`src/rtl/usb_boot_pkg.sv`:
```
// Shared state encoding, default timing parameters and the parameter range helper
// used by the bootloader exit sequencer.
package usb_boot_pkg;

  typedef enum logic [2:0] {
    ST_ARMED   = 3'd0,
    ST_SESSION = 3'd1,
    ST_DRAIN   = 3'd2,
    ST_DETACH  = 3'd3,
    ST_PROGRAM = 3'd4
  } boot_state_e;

  localparam int unsigned IDLE_TIMEOUT_DEF  = 32'd240000000;
  localparam int unsigned QUIET_CYCLES_DEF  = 32'd16;
  localparam int unsigned DETACH_CYCLES_DEF = 32'd480000;
  localparam int unsigned CNT_W_DEF         = 32'd32;

  // True when value v is representable in an unsigned counter of w bits.
  function automatic logic param_fits(input longint unsigned v, input int unsigned w);
    return (v < (64'd1 << w));
  endfunction

endpackage

```
`src/rtl/usb_boot_sequencer_seq_timer.sv`:
```
// Saturating up-counter shared by the sequencer's ARMED, DRAIN and DETACH phases.
// done_o flags that the count currently equals the terminal value tc_i.
module seq_timer
  import usb_boot_pkg::*;
#(
  parameter int unsigned CNT_W = CNT_W_DEF
) (
  input  logic             clk_i,
  input  logic             rst_i,
  input  logic             clr_i,
  input  logic             en_i,
  input  logic             load_i,
  input  logic [CNT_W-1:0] load_val_i,
  input  logic [CNT_W-1:0] tc_i,
  output logic             done_o
);

  logic [CNT_W-1:0] cnt_q;
  logic [CNT_W-1:0] cnt_d;

  // Saturation keeps the count from wrapping if a phase is left running indefinitely.
  always_comb begin
    cnt_d = cnt_q;
    if (clr_i) begin
      cnt_d = '0;
    end else if (load_i) begin
      cnt_d = load_val_i;
    end else if (en_i && (cnt_q != {CNT_W{1'b1}})) begin
      cnt_d = cnt_q + 1'b1;
    end else begin
      cnt_d = cnt_q;
    end
  end

  always_ff @(posedge clk_i) begin
    if (rst_i) begin
      cnt_q <= '0;
    end else begin
      cnt_q <= cnt_d;
    end
  end

  assign done_o = (cnt_q == tc_i);

endmodule

```
`src/rtl/usb_boot_sequencer.sv`:
```
// Bootloader exit sequencer: idle auto-boot, SPI flash drain and lock, USB detach,
// then a held-low user_programn until reset.
module usb_boot_sequencer
  import usb_boot_pkg::*;
#(
  parameter int unsigned IDLE_TIMEOUT  = IDLE_TIMEOUT_DEF,
  parameter int unsigned QUIET_CYCLES  = QUIET_CYCLES_DEF,
  parameter int unsigned DETACH_CYCLES = DETACH_CYCLES_DEF,
  parameter int unsigned CNT_W         = CNT_W_DEF
) (
  input  logic       clk_48mhz,
  input  logic       reset,
  input  logic       boot_req,
  input  logic       usb_active,
  input  logic       spi_cs_n_in,
  output logic       spi_cs_n_out,
  output logic       spi_locked,
  output logic       usb_pu_dp,
  output logic       user_programn,
  output logic [2:0] state_o
);

  if (!param_fits(64'(IDLE_TIMEOUT), CNT_W) || !param_fits(64'(QUIET_CYCLES), CNT_W) ||
      !param_fits(64'(DETACH_CYCLES), CNT_W)) begin : g_cnt_w_check
    $error("usb_boot_sequencer: a timing parameter does not fit in CNT_W bits");
  end

  if ((QUIET_CYCLES == 32'd0) || (DETACH_CYCLES == 32'd0)) begin : g_nonzero_check
    $error("usb_boot_sequencer: QUIET_CYCLES and DETACH_CYCLES must be non-zero");
  end

  localparam logic [CNT_W-1:0] TC_IDLE   = CNT_W'(IDLE_TIMEOUT - 32'd1);
  localparam logic [CNT_W-1:0] TC_QUIET  = CNT_W'(QUIET_CYCLES - 32'd1);
  localparam logic [CNT_W-1:0] TC_DETACH = CNT_W'(DETACH_CYCLES - 32'd1);
  localparam logic             TIMEOUT_EN = (IDLE_TIMEOUT != 32'd0);

  boot_state_e      state_q;
  boot_state_e      state_d;
  logic             t_clr_s;
  logic             t_en_s;
  logic             t_done_s;
  logic [CNT_W-1:0] t_tc_s;
  logic             locked_q;
  logic             pu_q;
  logic             programn_q;

  seq_timer #(
    .CNT_W (CNT_W)
  ) u_timer (
    .clk_i      (clk_48mhz),
    .rst_i      (reset),
    .clr_i      (t_clr_s),
    .en_i       (t_en_s),
    .load_i     (1'b0),
    .load_val_i ({CNT_W{1'b0}}),
    .tc_i       (t_tc_s),
    .done_o     (t_done_s)
  );

  // Next state and timer control; every phase change restarts the shared counter.
  always_comb begin
    state_d = state_q;
    t_clr_s = 1'b0;
    t_en_s  = 1'b0;
    t_tc_s  = TC_IDLE;
    case (state_q)
      ST_ARMED: begin
        t_tc_s = TC_IDLE;
        if (boot_req) begin
          state_d = ST_DRAIN;
          t_clr_s = 1'b1;
        end else if (usb_active) begin
          state_d = ST_SESSION;
          t_clr_s = 1'b1;
        end else if (TIMEOUT_EN && t_done_s) begin
          state_d = ST_DRAIN;
          t_clr_s = 1'b1;
        end else begin
          t_en_s = 1'b1;
        end
      end
      ST_SESSION: begin
        t_clr_s = 1'b1;
        if (boot_req) begin
          state_d = ST_DRAIN;
        end else begin
          state_d = ST_SESSION;
        end
      end
      ST_DRAIN: begin
        t_tc_s = TC_QUIET;
        // Any low chip-select means a transaction is in flight: restart the quiet window.
        if (!spi_cs_n_in) begin
          t_clr_s = 1'b1;
        end else if (t_done_s) begin
          state_d = ST_DETACH;
          t_clr_s = 1'b1;
        end else begin
          t_en_s = 1'b1;
        end
      end
      ST_DETACH: begin
        t_tc_s = TC_DETACH;
        if (t_done_s) begin
          state_d = ST_PROGRAM;
          t_clr_s = 1'b1;
        end else begin
          t_en_s = 1'b1;
        end
      end
      ST_PROGRAM: begin
        state_d = ST_PROGRAM;
        t_clr_s = 1'b1;
      end
      default: begin
        state_d = ST_ARMED;
        t_clr_s = 1'b1;
      end
    endcase
  end

  // State register plus outputs registered from the current state (one cycle behind it).
  always_ff @(posedge clk_48mhz) begin
    if (reset) begin
      state_q    <= ST_ARMED;
      locked_q   <= 1'b0;
      pu_q       <= 1'b1;
      programn_q <= 1'b1;
    end else begin
      state_q    <= state_d;
      locked_q   <= (state_q == ST_DETACH) || (state_q == ST_PROGRAM);
      pu_q       <= !((state_q == ST_DETACH) || (state_q == ST_PROGRAM));
      programn_q <= (state_q != ST_PROGRAM);
    end
  end

  assign spi_cs_n_out  = spi_cs_n_in | locked_q;
  assign spi_locked    = locked_q;
  assign usb_pu_dp     = pu_q;
  assign user_programn = programn_q;
  assign state_o       = state_q;

endmodule

```
`config.mk`:
```
export PLATFORM = sky130hd
export DESIGN_NAME = usb_boot_sequencer
export DESIGN_NICKNAME = d
export VERILOG_FILES = /design/src/rtl/usb_boot_pkg.sv /design/src/rtl/usb_boot_sequencer_seq_timer.sv /design/src/rtl/usb_boot_sequencer.sv
export SDC_FILE = /design/constraint.sdc
export NUM_CORES = 1
export LEC_CHECK = 0
export ABC_AREA = 1
export CORE_MARGIN = 2
export CORE_UTILIZATION = 35
export CTS_BUF_LIST = sky130_fd_sc_hd__clkbuf_4 sky130_fd_sc_hd__clkbuf_8 sky130_fd_sc_hd__clkbuf_16
export DETAILED_ROUTE_END_ITERATION = 16
export PLACE_DENSITY = 0.47
export RECOVER_POWER = 25
export SYNTH_ARGS = -nofsm -noshare
export SYNTH_HDL_FRONTEND = slang
export SYNTH_HIERARCHICAL = 1
export SYNTH_SLANG_ARGS = --single-unit
```
`constraint.sdc`:
```
create_clock -name clk_48mhz -period 6.6 [get_ports clk_48mhz]
set_input_delay 1.32 -clock clk_48mhz [delete_from_list [all_inputs] [get_ports clk_48mhz]]
set_output_delay 1.32 -clock clk_48mhz [all_outputs]
set_load 0.02 [all_outputs]
```
### Yosys cells after proc, flatten, opt, wreduce, memory -nomap -nowiden

Index checks and enable logic that the tools add are counted.

* eq/ne operators: 11
* bitwise operators: 1
* reductions and logical operators: 6
* add/sub/neg operators: 1
* mux-type cells: 19

Operators with widths (count)
* case mux 28 bit (2 select lines): 1
* adder 32 x 1 -> 32 bit, second input constant: 1
* == test 32 x 28 -> 1 bit: 1
* inequality test 32 bit, second input constant: 1
* two-way mux 3 bit: 6
* case mux 3 bit (5 select lines): 1
* two-way mux 1 bit: 8
* == test 3 x 2 -> 1 bit, second input constant: 2
* inequality test 2 bit, second input constant: 3
* case mux 1 bit (3 select lines): 2
* inequality test 4 bit, second input constant: 1
* AND reduction 4 bit: 1
* == test 3 x 1 -> 1 bit, second input constant: 1
* == test 3 bit, second input constant: 1
* logical NOT 3 bit: 1
* inequality test 3 bit, second input constant: 1
* two-way mux 2 bit: 1
* OR reduction 2 bit: 1
* logical AND 1 bit: 1
* logical NOT 1 bit: 1
* logical OR 1 bit: 1
* OR 1 bit: 1

* input bits: 5
* output and inout bits: 7
* register bits after elaboration: 38

### Longest topological paths before layout

Gate-level depths: netlist of the first run.

* depth after elaboration: 8
* depth in mapped cells: 21
* mapped depth without buffers: 21

### Hierarchy

The synthesis of the first run kept the hierarchy.

Modules (own cells, without submodules)
* seq_timer: cells an instance 483, times used 1, sequential area each 640.6 sq um, area an instance 2820.2 sq um
* usb_boot_sequencer: cells an instance 54, times used 1, sequential area each 120.1 sq um, area an instance 362.8 sq um

### Least setup slack after synthesis of the first run

OpenSTA, ideal clock, no wires.

* path type: reg-to-reg
* start: reg state_q[1] (netlist: state_o[1])
* end: reg u_timer.cnt_q[15]
* data arrival time: 3.013 ns
* required time: 6.527 ns
* cell stages (with the launch flop): 17
* path slack: 3.514 ns
* period minus slack after synthesis: 3.086 ns
* cell sequence: dfxtp_1 > nand2_2 > inv_2 > nand2_1 > or2_2 > o211ai_1 > nor3_1 > nand2_1 > nor2_1 > nor2_2 > inv_1 > o21ai_2 > inv_2 > nor2_1 > buf_1 > o21ai_0 > nor3_2

* longest elaborated chain between the ends: 8
* elaborated cells on any way between the ends: 17
* those cells by class: eq/ne: 3; mux: 11; reduce/logical: 3

RTL lines
* start, declared: line usb_boot_sequencer.sv:37 `boot_state_e state_q;`
* start signal, assigned: line usb_boot_sequencer.sv:130 `state_q <= state_d;`
* == test 3 x 2 -> 1 bit: line usb_boot_sequencer.sv:66 `case (state_q)`
* case mux 28 bit (2 select lines) (*): line usb_boot_sequencer.sv:66
* net t_tc_s[11]: line usb_boot_sequencer.sv:42 `logic [CNT_W-1:0] t_tc_s;`
* == test 32 x 28 -> 1 bit (*): line usb_boot_sequencer_seq_timer.sv:43 `assign done_o = (cnt_q == tc_i);`
* net t_done_s: line usb_boot_sequencer.sv:41 `logic t_done_s;`
* two-way mux 1 bit (*): line usb_boot_sequencer.sv:75, usb_boot_sequencer.sv:95, usb_boot_sequencer.sv:104
* two-way mux 1 bit: line usb_boot_sequencer.sv:72 `end else if (usb_active) begin`
* two-way mux 1 bit: line usb_boot_sequencer.sv:69 `if (boot_req) begin`
* case mux 1 bit (3 select lines) (*): line usb_boot_sequencer.sv:66
* net t_en_s: line usb_boot_sequencer.sv:40 `logic t_en_s;`
* logical AND 1 bit (*): line usb_boot_sequencer_seq_timer.sv:28 `end else if (en_i && (cnt_q != {CNT_W{1'b1}})) begin`
* end signal, assigned: line usb_boot_sequencer_seq_timer.sv:39 `cnt_q <= cnt_d;`
* end, declared: line usb_boot_sequencer_seq_timer.sv:18 `logic [CNT_W-1:0] cnt_q;`

Mark *: on every way through the listed nets, which the timed path passes. The rest lies on a longest branch.
A chain may end at the register's enable or synchronous reset.

### Final worst setup path of the first run

* start: in spi_cs_n_in
* end: out spi_cs_n_out

* longest elaborated chain between the ends: 1

RTL lines
* start, declared: line usb_boot_sequencer.sv:15 `input logic spi_cs_n_in,`
* OR 1 bit: line usb_boot_sequencer.sv:137 `assign spi_cs_n_out = spi_cs_n_in | locked_q;`
* end, declared: line usb_boot_sequencer.sv:16 `output logic spi_cs_n_out,`

No other way between the ends.

==> results of run 1 <==
-- cell usage after synthesis (2+ instances only) --
cell / count / area, sq um
sky130_fd_sc_hd__nor2_2: 6 / 37.5
sky130_fd_sc_hd__xor2_1: 5 / 43.8
sky130_fd_sc_hd__nor3_2: 2 / 20.0
sky130_fd_sc_hd__clkbuf_1: 6 / 22.5
sky130_fd_sc_hd__mux2i_1: 3 / 30.0
sky130_fd_sc_hd__nand3b_1: 9 / 67.6
sky130_fd_sc_hd__dfxtp_1: 38 / 761
sky130_fd_sc_hd__inv_2: 5 / 18.8
sky130_fd_sc_hd__o21ai_1: 11 / 55.1
sky130_fd_sc_hd__o21ai_0: 11 / 55.1
sky130_fd_sc_hd__nor3_1: 5 / 25.0
sky130_fd_sc_hd__nor2_1: 102 / 383
sky130_fd_sc_hd__nor2_4: 4 / 45.0
sky130_fd_sc_hd__o21ai_2: 2 / 17.5
sky130_fd_sc_hd__xnor2_1: 26 / 228
sky130_fd_sc_hd__nand2_4: 2 / 22.5
sky130_fd_sc_hd__a31oi_1: 2 / 12.5
sky130_fd_sc_hd__inv_1: 42 / 158
sky130_fd_sc_hd__nand3_1: 44 / 220
sky130_fd_sc_hd__nand2_1: 162 / 608
sky130_fd_sc_hd__conb_1: 2 / 7.51
sky130_fd_sc_hd__nand2_2: 5 / 31.3
sky130_fd_sc_hd__nand4_1: 6 / 37.5
sky130_fd_sc_hd__a21oi_1: 12 / 60.1
sky130_fd_sc_hd__or2_2: 7 / 43.8
sky130_fd_sc_hd__buf_6: 3 / 33.8
-- worst max-delay path, stage by stage --
cell and delay (ns):
sky130_fd_sc_hd__clkdlybuf4s50_1 0.41, sky130_fd_sc_hd__or2_2 0.29, sky130_fd_sc_hd__clkdlybuf4s50_1 0.54
-- metal layers --
layer	GRT usage (%)	vias up	wire, um
met1	25.1	1411	4390
met2	32.8	35	4050
met5	0	-	0
met4	4.11	0	93
met3	2.53	9	192
li1	-	1761	-
-- per-stage QoR --
stage               std cells  total power, mW
floorplan                 587            0.553
global placement          695            0.618
detailed placement        695            0.619
CTS                       703            0.804
global route              703            0.857
finish                    703            0.792
-- power by group through the flow --
stage                     clock (mW)  sequential [mW]  combinational (mW)
final                          0.180            0.306               0.306
after global routing           0.198            0.312               0.347
after CTS                      0.189            0.306               0.308
after detailed placement           0            0.312               0.307
after global placement             0            0.312               0.306
after floorplan                    0            0.305               0.248
-- area by class of cell --
cell class / instances / area [sq um]
Fill cell: 1000 / 5130
Multi-Input combinational cell: 490 / 2350
Sequential cell: 38 / 761
Inverter: 47 / 176
Tap cell: 108 / 135
Timing Repair Buffer: 12 / 118
Clock buffer: 7 / 90.1
Clock inverter: 1 / 5.00
-- flip-flops by register name, indices dropped and copies added, names as in the netlist --
register / flops
u_timer/cnt_q: 32
spi_locked: 1
user_programn: 1
state_o: 3
usb_pu_dp: 1
-- logic make-up (layout without fill, tap and decap cells) --
group	after synthesis	in the layout	share of synthesized area, %
buffers and inverters	59	67	8.06
flip-flops	38	38	23.9
AO/OA/AOI/OAI	45	45	7.98
other	2	52	0.236
XOR/XNOR	31	31	8.53
AND/OR/NAND/NOR	358	358	50.0
multiplexers	3	3	0.943
adder cells (fa/ha/maj)	1	1	0.393
-- path summary, 6_finish.rpt --
check | start | to | slack (ns)
setup / recovery | spi_cs_n_in | spi_cs_n_out | 2.72
setup reg to reg | state_o[2] | u_timer/cnt_q[16] | 2.89
hold / removal | state_o[2] | user_programn | 0.47
hold reg to reg | state_o[2] | user_programn | 0.47
==> key figures, run 1 <==
Floorplan
  – Core Footprint: 8760 sq um
  – Number of top-level design ports: 12
  – Site row count: 34
  – Die boundary height: between 90 and 100 um
  – Die area: 9870 sq um
  – Initial core utilization: 36.3%
  – Horiz. Die Dim: approximately 100 um

CTS
  – # H-tree levels: 2
  – CTS Hold Buffers Added: 0
  – Post CTS Setup Buffer Count: 0
  – Clock sink count: 38
  – Skew-Pair Late Insertion Delay: approximately 0.30 ns
  – Clk pin slew, worst setup/hold paths: around 0.08 ns
  – Total clock buffers created by CTS: 5
  – TritonCTS clock tree: yes
  – Clock Tree Root: sky130_fd_sc_hd__clkbuf_8
  – Cells resized by post-CTS repair: 0
  – CTS max path bufs: 2

Critical path
  – Endpoint arrival time on the critical path: roughly 2.6 ns
  – Nature of the critical path startpoint: input pin
  – CP endpoint kind: primary output
  – Worst endpoint required time: about 5.3 ns
  – Classification of the worst setup path: in2out
  – Cell depth of the worst flop-to-flop path: 21
  – CP max FO: 2

Route
  – Detailed Routing Iterations Pass 1: 4
  – Final wirelength: ~8700 um
  – Vias per Instance: 4.57
  – # DRC: 0
  – Post-DR wirelength/cell: 12.4 um
  – Initial DRC Count: between 90 and 100
  – Via count: between 3,000 and 4,000
  – Remaining antenna violation count after routing: 0

Synthesis
  – Synth unique cells: 41
  – Number of standard cells after synthesis: 537
  – Primary FF master, synth: sky130_fd_sc_hd__dfxtp_1
  – Area of the mapped netlist: approximately 3200 sq um
  – Number of enable flip-flop cells after synthesis: 0
  – Part of the Yosys area used for sequential elements: around a quarter
  – Post-Synthesis Mean Instance Area: between 5 and 6 sq um
  – Flip-flop and latch count after synthesis: 38
  – Yosys Warn Count: 6
  – Fraction of synthesis flops using an asynchronous set or reset pin: 0%

GRT
  – Global router's overall resource usage: about a fifth
  – Vias in the first global route: approximately 3,000
  – Maximum number of pins on one net before global-route repair: 33
  – Number of antenna violations at the first check in global routing: 0
  – First-pass GRT wire length: approximately 15,000 um
  – Global route overflow: 0

Layout
  – Share of the core filled with cells in the final layout: 41.5%
  – Commonest non-fill, non-tap cell in the layout: sky130_fd_sc_hd__nand2_1
  – Final Cell Area: roughly 3600 sq um
  – Share of layout cells above drive strength 1: approximately 7.4%
  – # nets final: 600
  – Most used cells in the layout excluding fill and tap cells: 163 x sky130_fd_sc_hd__nand2_1, 103 x sky130_fd_sc_hd__nor2_1, 52 x sky130_fd_sc_hd__conb_1
  – Relative area change from synthesis to final layout: 14.2%
  – Antenna cells: 0

Pwr
  – Leakage: roughly 1.5 nW
  – Clock share of power: a little under a quarter
  – Combinational power share: between 30% and 40%
  – Maximum vdd ir drop: 0.0712 mV
  – Switching share of power: 42.1%
  – Power share of the sequential group: around two fifths
  – Power dissipated by switching net loads: ~0.33 mW
  – Internal: about 0.46 mW
  – Power density over cell area: approximately 220 nW/um^2

STA
  – Max-slew headroom at the worst pin: roughly three fifths
  – Setup-failing EPs final: 0
  – Final number of hold-violating endpoints: 0
  – Period Utilization, post-route: 58.8%
  – Final TNS setup: 0 ns
  – Final number of max-transition violations: 0
  – PnR worst setup slack: around 2.7 ns
  – Shortest period the worst path allows: 3.88 ns
  – Worst hold slack across all endpoints: ~0.47 ns
  – Worst slew pin tran: approximately 0.61 ns
  – FMAX: 258 MHz
  – Setup clock skew after layout: roughly 0.0057 ns
  – Unrepaired setup endpoints after global routing: no

Worst hold path
  – Hold crit path type: reg2reg
  – Worst hold path depth: 1

Run status
  – Status: completed

Placed design
  – Dpl hpwl: around 6500 um
  – Placed inst area: approximately 3500 sq um
  – Placement Setup Slack: about 2.7 ns
  – Routability congestion estimate from global placement: ~0.86
  – I/O Buffers: 11

Run
  – MaxCap Viol Count: 0
(Power assumes the default switching activity.)
==> run 2, diff against run 1 <==
==> constraint.sdc (replaced) <==
create_clock -name clk_48mhz -period 4 [get_ports clk_48mhz]
set_input_delay 0.8 -clock clk_48mhz [delete_from_list [all_inputs] [get_ports clk_48mhz]]
set_output_delay 0.8 -clock clk_48mhz [all_outputs]
set_load 0.02 [all_outputs]
==> run 2 against run 1 <==
  * Register-to-register slack got worse by 2.2 ns
  * Flip-flop and latch count is the same
  * Non-clock buffer count grew 1
  * Critical path type is now reg2reg
  * Critical endpoint is now u_timer/cnt_q[2]
  * Largest power group unchanged
==> key figures, run 2 (synthesis results as in run 1) <==
Route
  – Initial DRC Count: 142 (was 96)
  – Via count: 3,180 (was 3,216)
  – Detailed Routing Iterations Pass 1: 4 (unchanged)
  – Remaining antenna violation count after routing: 0 (unchanged)
  – Final wirelength: 8990 um (was 8730 um)
  – Vias per Instance: 4.52 (was 4.57)
  – Post-DR wirelength/cell: 12.8 um (was 12.4 um)
  – # DRC: 0 (unchanged)

Critical path
  – CP max FO: 17 (was 2)
  – Nature of the critical path startpoint: flip-flop (was input pin)
  – Endpoint arrival time on the critical path: 3.50 ns (was 2.56 ns)
  – Buf+Inv Stages, Crit Path: 3 (was 2)
  – Worst path depth: 16 (was 3)
  – Slowest-stage cell, CP: sky130_fd_sc_hd__nor2_1 (was sky130_fd_sc_hd__clkdlybuf4s50_1)
  – Reg2reg setup slack: 0.71 ns (was 2.89 ns)
  – Largest stage delay, worst path: 0.47 ns (was 0.54 ns)
  – Worst endpoint required time: 4.20 ns (was 5.28 ns)
  – Launching element of the worst setup path: state_o[2] (was spi_cs_n_in)
  – Cell-by-cell trace of the critical path: inv_2 > nand2_2 > inv_2 > nand2_1 > or2_2 > o211ai_1 > nor3_1 > nand2_1 > nor2_1 > nor2_2 > inv_1 > o21ai_2 > nand2_8 > nor2_1 > nand2_1 > nor3b_2 (was clkdlybuf4s50_1 > or2_2 > clkdlybuf4s50_1)
  – Cell depth of the worst flop-to-flop path: 16 (was 21)
  – Classification of the worst setup path: reg2reg (was in2out)
  – CP endpoint kind: flip-flop (was primary output)
  – Most Frequent Cell on Critical Path: sky130_fd_sc_hd__nand2_1 (was sky130_fd_sc_hd__clkdlybuf4s50_1)
  – Cell family contributing the most delay on the critical path: simple AND/OR/NAND/NOR gates (was buffers and inverters)
  – Startpoint of the lowest-slack register-to-register path: state_o[2] (unchanged)

CTS
  – CTS Hold Buffers Added: 0 (unchanged)
  – Skew-Pair Late Insertion Delay: 0.30 ns (about the same)
  – Post CTS Setup Buffer Count: 0 (unchanged)
  – Total clock buffers created by CTS: 5 (unchanged)
  – Cells resized by post-CTS repair: 0 (unchanged)
  – Clk pin slew, worst setup/hold paths: 0.09 ns (was 0.08 ns)
  – Clock sink count: 38 (unchanged)
  – # H-tree levels: 2 (unchanged)
  – CTS max path bufs: 2 (unchanged)
  – Clock Tree Root: sky130_fd_sc_hd__clkbuf_8 (unchanged)
  – TritonCTS clock tree: yes (unchanged)

Floorplan
  – Site row count: 34 (unchanged)
  – Initial core utilization: 36.3% (unchanged)
  – Number of top-level design ports: 12 (unchanged)
  – Die area: 9870 sq um (unchanged)
  – Core Footprint: 8760 sq um (unchanged)
  – Die boundary height: 99.4 um (unchanged)
  – Horiz. Die Dim: 99.4 um (unchanged)

STA
  – Unrepaired setup endpoints after global routing: no (unchanged)
  – FMAX: between 300 and 400 MHz
  – Setup clock skew after layout: 0.0100 ns (was 0.00569 ns)
  – PnR worst setup slack: 0.708 ns (was 2.72 ns)
  – Final number of max-transition violations: 0 (unchanged)
  – Setup-failing EPs final: 0 (unchanged)
  – Shortest period the worst path allows: ~3.3 ns
  – Period Utilization, post-route: between 80% and 90%
  – Final number of hold-violating endpoints: 0 (unchanged)
  – Final TNS setup: 0 ns (unchanged)
  – Max-slew headroom at the worst pin: 62.6% (was 59.2%)
  – Worst slew pin tran: 0.560 ns (was 0.609 ns)

Placed design
  – Placement Setup Slack: 0.643 ns (was 2.71 ns)
  – Total instance count after detailed placement: 696 (was 695)
  – Routability congestion estimate from global placement: 0.871 (was 0.863)
  – I/O Buffers: 11 (unchanged)
  – Dpl hpwl: 6780 um (was 6450 um)

Layout
  – Top register by number of flip-flops: u_timer/cnt_q (unchanged)
  – Commonest non-fill, non-tap cell in the layout: sky130_fd_sc_hd__nand2_1 (unchanged)
  – Final Non-Filler Cells: 704 (was 703)
  – Flip-flop count of the largest register after layout: 32 (unchanged)
  – Antenna cells: 0 (unchanged)
  – # nets final: 601 (was 600)
  – Share of layout cells above drive strength 1: 7.55% (was 7.39%)
  – Fillers: 970 (was 1,000)
  – Share of the core filled with cells in the final layout: 42.0% (was 41.5%)
  – Relative area change from synthesis to final layout: 15.7% (was 14.2%)
  – Most used cells in the layout excluding fill and tap cells: 162 x sky130_fd_sc_hd__nand2_1, 104 x sky130_fd_sc_hd__nor2_1, 52 x sky130_fd_sc_hd__conb_1 (was 163 x sky130_fd_sc_hd__nand2_1, 103 x sky130_fd_sc_hd__nor2_1, 52 x sky130_fd_sc_hd__conb_1)

Pwr
  – Leakage: 1.53 nW (was 1.50 nW)
  – Total power draw: 1.42 mW (was 0.792 mW)
  – Power density over cell area: 385 nW/um^2 (was 218 nW/um^2)
  – Maximum vdd ir drop: 0.125 mV (was 0.0712 mV)

Run status
  – Status: completed (unchanged)

GRT
  – Maximum number of pins on one net before global-route repair: 33 (unchanged)
  – First-pass GRT wire length: 15,500 um (was 14,900 um)
  – Number of antenna violations at the first check in global routing: 0 (unchanged)
  – Global router's overall resource usage: 19.6% (was 18.9%)
  – Global route overflow: 0 (unchanged)
  – Vias in the first global route: 3,108 (was 3,000)

Worst hold path
  – Hold crit path type: reg2reg (unchanged)
  – Hold path startpoint: state_o[2] (unchanged)
  – Worst hold path depth: 1 (unchanged)

Run
  – MaxCap Viol Count: 0 (unchanged)
[run 2: path summary, 6_finish.rpt]
| check | end |
|---|---|
| max | u_timer/cnt_q[2] |
| min reg2reg | user_programn |
| min | user_programn |
| max reg2reg | u_timer/cnt_q[2] |
[run 2: routing by layer]
layer,part of all wire (%),track usage (%),up-vias
met5,0,0,-
met4,0.82,4.11,0
met3,1.8,2.95,7
met2,48,34.0,27
met1,50,25.8,1386
li1,-,-,1760
[run 2: worst register-to-register path, cell delays in order, from the launching register on]
cell and delay (ns):
sky130_fd_sc_hd__dfxtp_1 0.36, sky130_fd_sc_hd__inv_2 0.13, sky130_fd_sc_hd__nand2_2 0.20, sky130_fd_sc_hd__inv_2 0.11
sky130_fd_sc_hd__nand2_1 0.30, sky130_fd_sc_hd__or2_2 0.41, sky130_fd_sc_hd__o211ai_1 0.09, sky130_fd_sc_hd__nor3_1 0.08
sky130_fd_sc_hd__nand2_1 0.07, sky130_fd_sc_hd__nor2_1 0.06, sky130_fd_sc_hd__nor2_2 0.11, sky130_fd_sc_hd__inv_1 0.06
sky130_fd_sc_hd__o21ai_2 0.33, sky130_fd_sc_hd__nand2_8 0.16, sky130_fd_sc_hd__nor2_1 0.48, sky130_fd_sc_hd__nand2_1 0.09
sky130_fd_sc_hd__nor3b_2 0.17
[run 2: area by class of cell]
type	instances	area, sq um	share of cell area, %
inverter	47	176	4.79
clock buffer	5	68.8	1.87
timing repair buffer	13	125	3.40
sequential	38	761	20.7
multi-input combinational	490	2350	63.8
tap	108	135	3.67
clock inverter	3	68.8	1.87
[run 2: through the flow]
stage / area, sq um / hold WS [ns]
after floorplan: 3370 / 0.485
after global placement: 3550 / 0.450
after detailed placement: 3550 / 0.464
after CTS: 3690 / 0.482
after global routing: 3680 / 0.497
final: 3680 / 0.485
[run 2: power breakdown]
group | switching, mW | internal, mW | leakage [nW]
registers | 0.0835 | 0.425 | 0.309
clock network | 0.159 | 0.250 | 0.0683
logic | 0.314 | 0.188 | 1.15
==> run 3, diff against run 2 <==
==> constraint.sdc (replaced) <==
create_clock -name clk_48mhz -period 3.4 [get_ports clk_48mhz]
set_input_delay 0.68 -clock clk_48mhz [delete_from_list [all_inputs] [get_ports clk_48mhz]]
set_output_delay 0.68 -clock clk_48mhz [all_outputs]
set_load 0.02 [all_outputs]
==> run 3 against run 2 <==
  * Power grew 9.9%
  * Sequential share of layout area is 0.16 points higher
  * Clock skew rose by 0.00063 ns
  * Cell count grew 0.14%
==> key figures, run 3 (synthesis results as in run 1) <==
Run status
  – Status: completed (unchanged)

STA
  – Final number of hold-violating endpoints: 0 (unchanged)
  – Unrepaired setup endpoints after global routing: no (unchanged)
  – Worst hold slack across all endpoints: 0.475 ns (was 0.485 ns)
  – Setup clock skew after layout: 0.0106 ns (was 0.0100 ns)
  – Final TNS setup: 0 ns (unchanged)
  – Max-slew headroom at the worst pin: 66.8% (was 62.6%)
  – Period Utilization, post-route: 86.7% (was 82.3%)
  – Final number of max-transition violations: 0 (unchanged)
  – Setup-failing EPs final: 0 (unchanged)
  – PnR worst setup slack: 0.452 ns (was 0.708 ns)
  – FMAX: 339 MHz (was 304 MHz)
  – Shortest period the worst path allows: 2.95 ns (was 3.29 ns)
  – Worst slew pin tran: 0.497 ns (was 0.560 ns)

CTS
  – CTS max path bufs: 2 (unchanged)
  – Clk pin slew, worst setup/hold paths: 0.09 ns (about the same)
  – Skew-Pair Late Insertion Delay: 0.30 ns (about the same)
  – Total clock buffers created by CTS: 5 (unchanged)
  – Clock Tree Root: sky130_fd_sc_hd__clkbuf_8 (unchanged)
  – CTS Hold Buffers Added: 0 (unchanged)
  – TritonCTS clock tree: yes (unchanged)
  – # H-tree levels: 2 (unchanged)
  – Clock sink count: 38 (unchanged)

Placed design
  – Placement Setup Slack: 0.402 ns (was 0.643 ns)
  – Routability congestion estimate from global placement: 0.896 (was 0.871)
  – Dpl hpwl: 6740 um (was 6780 um)
  – I/O Buffers: 11 (unchanged)

Floorplan
  – Horiz. Die Dim: 99.4 um (unchanged)
  – Initial core utilization: 36.3% (unchanged)
  – Site row count: 34 (unchanged)
  – Die area: 9870 sq um (unchanged)
  – Die boundary height: 99.4 um (unchanged)
  – Core Footprint: 8760 sq um (unchanged)
  – Number of top-level design ports: 12 (unchanged)

Pwr
  – Maximum vdd ir drop: 0.169 mV (was 0.125 mV)
  – Power density over cell area: 427 nW/um^2 (was 385 nW/um^2)
  – Leakage: 1.51 nW (was 1.53 nW)

Critical path
  – Worst endpoint required time: 3.58 ns (was 4.20 ns)
  – Endpoint arrival time on the critical path: 3.13 ns (was 3.50 ns)
  – Reg2reg setup slack: 0.45 ns (was 0.71 ns)
  – Startpoint of the lowest-slack register-to-register path: state_o[2] (unchanged)
  – Cell depth of the worst flop-to-flop path: 19 (was 16)
  – CP max FO: 22 (was 17)
  – Endpoint of the worst register-to-register path: u_timer/cnt_q[5] (was u_timer/cnt_q[2])
  – Nature of the critical path startpoint: flip-flop (unchanged)
  – CP endpoint kind: flip-flop (unchanged)
  – Classification of the worst setup path: reg2reg (unchanged)

Layout
  – Relative area change from synthesis to final layout: 14.9% (was 15.7%)
  – Antenna cells: 0 (unchanged)
  – Most used cells in the layout excluding fill and tap cells: 162 x sky130_fd_sc_hd__nand2_1, 101 x sky130_fd_sc_hd__nor2_1, 52 x sky130_fd_sc_hd__conb_1 (was 162 x sky130_fd_sc_hd__nand2_1, 104 x sky130_fd_sc_hd__nor2_1, 52 x sky130_fd_sc_hd__conb_1)
  – Commonest non-fill, non-tap cell in the layout: sky130_fd_sc_hd__nand2_1 (unchanged)
  – Share of layout cells above drive strength 1: 8.21% (was 7.55%)
  – Top register by number of flip-flops: u_timer/cnt_q (unchanged)
  – Flip-flop count of the largest register after layout: 32 (unchanged)
  – # nets final: 602 (was 601)
  – Fillers: 993 (was 970)

Worst hold path
  – Hold crit path type: reg2reg (unchanged)
  – Hold path startpoint: state_o[2] (unchanged)
  – Worst Hold Endpoint: user_programn (unchanged)
  – Worst hold path depth: 1 (unchanged)

GRT
  – Global router's overall resource usage: 19.7% (was 19.6%)
  – Vias in the first global route: 3,066 (was 3,108)
  – Global route overflow: 0 (unchanged)
  – Number of antenna violations at the first check in global routing: 0 (unchanged)
  – First-pass GRT wire length: 15,400 um (was 15,500 um)
  – Maximum number of pins on one net before global-route repair: 33 (unchanged)

Route
  – Via count: 3,252 (was 3,180)
  – Post-DR wirelength/cell: 12.8 um (about the same)
  – Final wirelength: 9010 um (was 8990 um)
  – Detailed Routing Iterations Pass 1: 5 (was 4)
  – Initial DRC Count: 143 (was 142)
  – Remaining antenna violation count after routing: 0 (unchanged)
  – # DRC: 0 (unchanged)
  – Vias per Instance: 4.61 (was 4.52)

Run
  – MaxCap Viol Count: 0 (unchanged)
[run 3: per-layer routing]
| metal | GRT usage (%) | wire (um) | up-vias |
|---|---|---|---|
| met3 | 2.81 | 347 | 5 |
| met4 | 3.90 | 58 | 0 |
| li1 | - | - | 1773 |
| met1 | 27.2 | 4500 | 1414 |
| met5 | 0 | 0 | - |
| met2 | 32.8 | 4100 | 60 |
[run 3: area by class of cell]
class,instances,area (sq um),area share [%]
inverter,47,176,4.83
clock buffer,6,82.6,2.26
multi-input combinational,490,2360,64.4
clock inverter,2,12.5,0.342
tap,108,135,3.70
sequential,38,761,20.8
timing repair buffer,14,133,3.63
[run 3: what timing repair did]
item	CTS	global route
buffers inserted	0	0
setup endpoints to repair	0	2
gates resized for setup	0	1
[run 3: worst max path at each step]
stage,slack [ns],startpoint,end
final,0.45,state_o[2],u_timer/cnt_q[5]
after floorplan,0.31,state_o[1],u_timer/cnt_q[15]
after global routing,0.11,state_o[2],u_timer/cnt_q[0]
after CTS,0.37,state_o[2],u_timer/cnt_q[28]
after detailed placement,0.40,state_o[2],u_timer/cnt_q[28]
after global placement,0.50,state_o[1],u_timer/cnt_q[28]
[run 3: through the flow]
stage	cell area (sq um)	utilization [%]	std cells	total power [mW]
after floorplan	3370	-	587	1.07
after CTS	3650	41.7	705	1.58
after global placement	3560	40.6	697	1.21
after detailed placement	3560	40.6	697	1.22
final	3660	41.7	705	1.56
after global routing	3660	41.7	705	1.69
[run 3: power breakdown]
part | internal, mW | switching [mW]
logic | 0.231 | 0.378
clock network | 0.164 | 0.189
registers | 0.500 | 0.0983
[run 3: critical path: stages (launching register included)]
cell and delay, ns:
sky130_fd_sc_hd__dfxtp_1 0.41, sky130_fd_sc_hd__inv_2 0.09, sky130_fd_sc_hd__nand2_2 0.08, sky130_fd_sc_hd__inv_2 0.04, sky130_fd_sc_hd__nand2_1 0.20, sky130_fd_sc_hd__buf_4 0.22, sky130_fd_sc_hd__xnor2_1 0.12, sky130_fd_sc_hd__nand3_1 0.09
sky130_fd_sc_hd__nor4_1 0.29, sky130_fd_sc_hd__nand2_1 0.08, sky130_fd_sc_hd__nor2_1 0.16, sky130_fd_sc_hd__inv_1 0.08, sky130_fd_sc_hd__nand3_1 0.12, sky130_fd_sc_hd__nor2_4 0.04, sky130_fd_sc_hd__inv_1 0.06, sky130_fd_sc_hd__o21ai_2 0.12
sky130_fd_sc_hd__nand2_8 0.18, sky130_fd_sc_hd__nand2_4 0.18, sky130_fd_sc_hd__o21ai_0 0.20, sky130_fd_sc_hd__a21oi_1 0.06
